`src/rtl/ao_reduce_pipe.sv`:
```
`default_nettype none
// ============================================================================
// ao_reduce_pipe: two-stage pipelined AND-OR / OR-AND reduction of P operand
// pairs with valid/ready handshakes and a completed-transaction counter.
// Revision: 1.0
// ============================================================================
module ao_reduce_pipe #(
  parameter int W     = 4,
  parameter int P     = 2,
  parameter int CNT_W = 8
) (
  input  logic               clk,
  input  logic               reset,
  input  logic               in_valid,
  output logic               in_ready,
  input  logic [P*W-1:0]     in_a,
  input  logic [P*W-1:0]     in_b,
  input  logic [1:0]         in_mode,
  output logic               out_valid,
  input  logic               out_ready,
  output logic [W-1:0]       out_y,
  output logic [CNT_W-1:0]   out_cnt
);

  // Mode bit 0 selects OR-first terms (OA/OAI); mode bit 1 inverts the result.
  localparam int c_OR_TERM_BIT = 0;
  localparam int c_INV_BIT     = 1;

  logic               r_s1_valid;
  logic [P*W-1:0]     r_s1_terms;
  logic [1:0]         r_s1_mode;
  logic               r_out_valid;
  logic [W-1:0]       r_out_y;
  logic [CNT_W-1:0]   r_cnt;

  logic [P*W-1:0]     w_terms;
  logic [W-1:0]       w_reduce;
  logic [W-1:0]       w_result;
  logic               w_s2_free;
  logic               w_s1_adv;
  logic               w_in_acc;
  logic               w_out_xfer;

  assign w_s2_free  = ~r_out_valid | out_ready;
  assign w_s1_adv   = r_s1_valid & w_s2_free;
  assign in_ready   = ~r_s1_valid | w_s2_free;
  assign w_in_acc   = in_valid & in_ready;
  assign w_out_xfer = r_out_valid & out_ready;

  generate
    for (genvar gi = 0; gi < P; gi++) begin : g_term
      assign w_terms[gi*W +: W] = in_mode[c_OR_TERM_BIT]
                                ? (in_a[gi*W +: W] | in_b[gi*W +: W])
                                : (in_a[gi*W +: W] & in_b[gi*W +: W]);
    end
  endgenerate

  // Identity element of the reduction: all-ones for AND, all-zeros for OR.
  always_comb begin
    w_reduce = r_s1_mode[c_OR_TERM_BIT] ? {W{1'b1}} : {W{1'b0}};
    for (int i = 0; i < P; i++) begin
      if (r_s1_mode[c_OR_TERM_BIT]) begin
        w_reduce = w_reduce & r_s1_terms[i*W +: W];
      end else begin
        w_reduce = w_reduce | r_s1_terms[i*W +: W];
      end
    end
    w_result = r_s1_mode[c_INV_BIT] ? ~w_reduce : w_reduce;
  end

  always_ff @(posedge clk) begin
    if (reset) begin
      r_s1_valid <= 1'b0;
      r_s1_terms <= '0;
      r_s1_mode  <= 2'b00;
    end else if (w_in_acc) begin
      r_s1_valid <= 1'b1;
      r_s1_terms <= w_terms;
      r_s1_mode  <= in_mode;
    end else if (w_s1_adv) begin
      r_s1_valid <= 1'b0;
    end
  end

  always_ff @(posedge clk) begin
    if (reset) begin
      r_out_valid <= 1'b0;
      r_out_y     <= '0;
    end else if (w_s1_adv) begin
      r_out_valid <= 1'b1;
      r_out_y     <= w_result;
    end else if (out_ready) begin
      r_out_valid <= 1'b0;
    end
  end

  always_ff @(posedge clk) begin
    if (reset) begin
      r_cnt <= '0;
    end else if (w_out_xfer) begin
      r_cnt <= r_cnt + CNT_W'(1);
    end
  end

  assign out_valid = r_out_valid;
  assign out_y     = r_out_y;
  assign out_cnt   = r_cnt;

endmodule
`default_nettype wire

```
`config.mk`:
```
export PLATFORM = sky130hd
export DESIGN_NAME = ao_reduce_pipe
export DESIGN_NICKNAME = d
export VERILOG_FILES = /design/src/rtl/ao_reduce_pipe.sv
export SDC_FILE = /design/constraint.sdc
export NUM_CORES = 1
export LEC_CHECK = 0
export CAP_MARGIN = 20
export CORE_ASPECT_RATIO = 0.5
export CORE_MARGIN = 10
export CORE_UTILIZATION = 41
export DETAILED_ROUTE_END_ITERATION = 6
export PLACE_DENSITY = 0.78
export SETUP_SLACK_MARGIN = 0.15
export SYNTH_ARGS = -nofsm -noshare
export SYNTH_HDL_FRONTEND = slang
export SYNTH_SLANG_ARGS = --single-unit
```
`constraint.sdc`:
```
create_clock -name clk -period 1.3 [get_ports clk]
set_input_delay 0.195 -clock clk [delete_from_list [all_inputs] [get_ports clk]]
set_output_delay 0.195 -clock clk [all_outputs]
set_load 0.1 [all_outputs]
```
== After elaboration in Yosys (flattened, before gate mapping) ==
Cells that the tools add are included.
Operators by class
  add/subtract/negate cells: 1
  mux-type cells: 10
  bitwise logic cells: 16
  reduce and logical (&&, ||, !) cells: 2
Operators with widths (number)
  $mux 4: 6
  $and 4x4->4: 4
  $or 4x4->4: 4
  $add 8x1->8 const B: 1
  $mux 1: 4
  $not 4->4: 1
  $reduce_bool 2->1: 2
  $and 1x1->1: 3
  $not 1->1: 2
  $or 1x1->1: 2
Word-level totals
  bits in registers: 24
  input bits: 22
  output and inout port bits: 14
  word-level logic and storage cells: 35

== Depth between registers and ports, before layout ==
  depth after elaboration: 7
  depth in mapped cells: 5
  mapped depth without buffers: 4

== Least setup slack after synthesis ==
OpenSTA, ideal clock, no wires.
  kind: reg-to-reg
  start: register r_out_valid (netlist: out_valid)
  end: register r_s1_terms[2]
  setup time: 0.132 ns
  arrival time: 1.868 ns
  data required time: 1.168 ns
  slack: -0.700 ns
  cell stages (with the launch flop): 6
  path buffers: 1
  clock period less this slack: 2.000 ns
  cell sequence: dfxtp_1 and3b_2 inv_1 buf_4 a21oi_1 nor3_1
Between the ends
  longest elaborated chain between the ends: 4
RTL lines
  start, declared: line 32  | logic r_out_valid;
  start signal, assigned: line 87  | r_out_valid <= 1'b0;
  start signal, assigned: line 90  | r_out_valid <= 1'b1;
  start signal, assigned: line 93  | r_out_valid <= 1'b0;
  $not 1->1: line 44  | assign w_s2_free = ~r_out_valid | out_ready;
  $or 1x1->1: line 44
  $or 1x1->1: line 46  | assign in_ready = ~r_s1_valid | w_s2_free;
  via in_ready: line 15  | output logic in_ready,
  $and 1x1->1: line 47  | assign w_in_acc = in_valid & in_ready;
  end signal, assigned: line 78  | r_s1_terms <= w_terms;
  end, declared: line 30  | logic [P*W-1:0] r_s1_terms;
The timed path passes the listed nets, and every way through them passes these cells.
A chain may end at the register's enable or synchronous reset.

== Final worst setup path ==
  start: register r_out_valid (netlist: out_valid)
  end: output in_ready
Between the ends
  longest elaborated chain between the ends: 3
RTL lines (line)
  $not 1->1: 44
  $or 1x1->1: 44
  $or 1x1->1: 46
  end, declared: 15
No other way between the ends.

==> impl_metrics.ini <==
[timing]
fin_crit_ps = 1310
skew_ps = 1.70
hold_viol_final = 0
worst_slack_ps = -9.08
worst_slew_pin_slew_ps = 367
fmax_mhz = 764
holdWs_ps = 510
slew_violations = 0
rsz0062_at_grt = true
fin_crit_sh_pct = 101
setup-violations-final = 1
maxSlewHeadroom_pct = 75.5

[cells_and_area]
fin_nets = 208
ff_latch_area_um2 = 522
final_cell_mix = clkdlybuf4s50_1, a21oi_1, nor3_1, buf_12, buf_4
multi_input_area_um2 = 748
syn_to_final_growth_pct = 70.0
post-route-util_pct = 75.4
drive_gt1_share_pct = 42.4
final_common_cell = clkdlybuf4s50_1
diodes = 0
fill_cells = 197

[critical_path]
max_stage_delay_ps = 360
crit_buf_inv = 2
path_cells = and3b_2 -> inv_6 -> buf_12
cp.required_ps = 1110
path_class = register to output pin
worstPathMaxFanout = 4
startpoint = out_valid
critPathCaptureType = output pin
slowest_stage = dfxtp_4
crit_family = flip-flops
r2r-start = out_valid
cp.arrival_ps = 1110
worstSetupStartpointType = register

[power]
p_leak_uw = 0.000731
power_uw = 1710
power_density_nw_per_um2 = 843
peakVddDrop_uv = 526

[global_routing]
antenna_found_initial = 0
globalRouteOverflowTotal = 0
track_usage_pct = 13.2
grt_max_degree = 16
grt_pass1_wl_um = 5850
grt_pass1_vias = 1232

[logic_synthesis]
synth_fp_nets = 159
yosysUniqueCellTypes = 27
ys_ff_latch = 24
netlist_area_um2 = 1190
ys_seq_area_share_pct = 40.4
synth_area_per_cell_um2 = 8.75
synth_warnings = 0
syn_inst = 136

[run_status]
status = complete, but fails checks
violations = negative setup slack

[placement]
gp_congestion = 0.742
place.port_buffers = 35
place_hpwl_um = 2750

[floorplanning]
die-area_um2 = 5590
initial_core_util_pct = 44.3
coreArea_um2 = 2680
die_h_um = 58.1
rows = 13
io_pins = 36
die_x_um = 96.2

[clock_tree]
ctsLongestPathBuffers = 2
ctsHoldBuffers = 0
clk_pin_slew_ps = 80
clk_latency_ps = 270
root_buffer = clkbuf_8
cts_tree = yes
clock-sinks = 24
numCtsBuffers = 3
htreeDepth = 1

[routing]
vias = 1234
drcViolationCount = 0
viasPerCell = 5.58
drt-total-wl_um = 3750
wl_per_cell_um = 17.0
dr.pass1.iters = 4
ant_nets = 0
drt_iter0_markers = 39

[min_path]
min_path_type = primary input to register
hold_path_startpoint = in_mode[1]

[job]
maxCapViolCount = 0
-- report_power, final --
part           leakage, uW  internal [uW]  switching (uW)
clock network    0.0000228            219             231
logic             0.000502            210             243
registers         0.000206            761            42.4
-- cells in the mapped netlist (all sizes together) --
master | n | area [um^2]
buf | 3 | 17.5
nand4 | 2 | 12.5
o21ai | 5 | 25.0
nand2b | 1 | 6.26
inv | 5 | 18.8
or4 | 2 | 15.0
nor3 | 16 | 80.1
a2111oi | 4 | 72.6
maj3 | 8 | 80.1
a21boi | 4 | 30.0
ha | 1 | 12.5
nand2 | 4 | 15.0
dfxtp | 24 | 480
o2111a | 4 | 45.0
and3 | 1 | 11.3
xor2 | 2 | 17.5
clkbuf | 6 | 22.5
a21oi | 22 | 110
nand3 | 6 | 35.0
and3b | 1 | 10.0
or3 | 3 | 20.0
o31ai | 2 | 15.0
nor2 | 10 | 37.5
-- layer usage --
layer  track usage [%]  wire length, um  vias to the layer above  share of wire (%)
met1              13.9             1500                      602                 40
met3              3.59              171                        7                4.6
met4              4.38               58                        0                1.5
li1                  -                -                      601                  -
met2              24.8             2020                       24                 54
met5                 0                0                        -                  0
-- cells by family (layout without fill, tap and decap cells) --
logic type | after synthesis | count (layout) | synth area share (%)
AND/OR/NAND/NOR | 46 | 46 | 20.4
AO/OA/AOI/OAI | 41 | 41 | 25.0
flip-flops | 24 | 24 | 40.4
buffers and inverters | 14 | 62 | 4.94
adder cells (fa/ha/maj) | 9 | 9 | 7.78
XOR/XNOR | 2 | 2 | 1.47
-- path summary, 6_finish.rpt --
path / slack (ps) / end / depth (start not counted)
worst max-delay path: -9 / in_ready / 3
worst min-delay path: 510 / r_s1_mode[1] / 3
worst max register to register: 10 / out_cnt[7] / 4
worst min register to register: 510 / out_cnt[7] / 2
-- stage by stage --
stage / setup WS (ps) / instances / area [um^2] / setup TNS [ps]
2_1_floorplan: -58.0 / 136 / 1310 / -554
3_3_place_gp: -269 / 210 / 1860 / -4550
3_5_place_dp: -318 / 210 / 1860 / -5430
4_1_cts: -17.1 / 219 / 1960 / -17.1
5_1_grt: -58.8 / 221 / 2020 / -260
6_report: -9.08 / 221 / 2020 / -9.08
-- state kept, by name, summed over array words and instances (netlist names) --
signal and flops:
out_cnt 8, r_s1_terms 8, out_y 4, r_s1_mode 2, out_valid 1, r_s1_valid 1
-- repair_timing --
action / 4_1_cts / 5_1_grt
setup buffers: 5 / 2
pin swaps: 3 / 12
setup endpoints to repair: 21 / 23
resized for setup: 10 / 16
cloned: 0 / 0
endpoints found under the hold margin: 0 / 0
-- worst register-to-register path, cell delays in order (launching register included) --
cell and delay (ps):
dfxtp_4 370, buf_6 110, nand3_4 70, or4_1 520
a21oi_1 140
-- area by class of cell --
type / instances / area share [%]
well taps: 37 / 2.29
inverters: 5 / 1.18
repair buffers: 53 / 31.5
flip-flops and latches: 24 / 25.8
clock buffers: 4 / 2.23
multi-input cells: 98 / 37.0
Note: power is estimated with default switching activity, not from simulation.
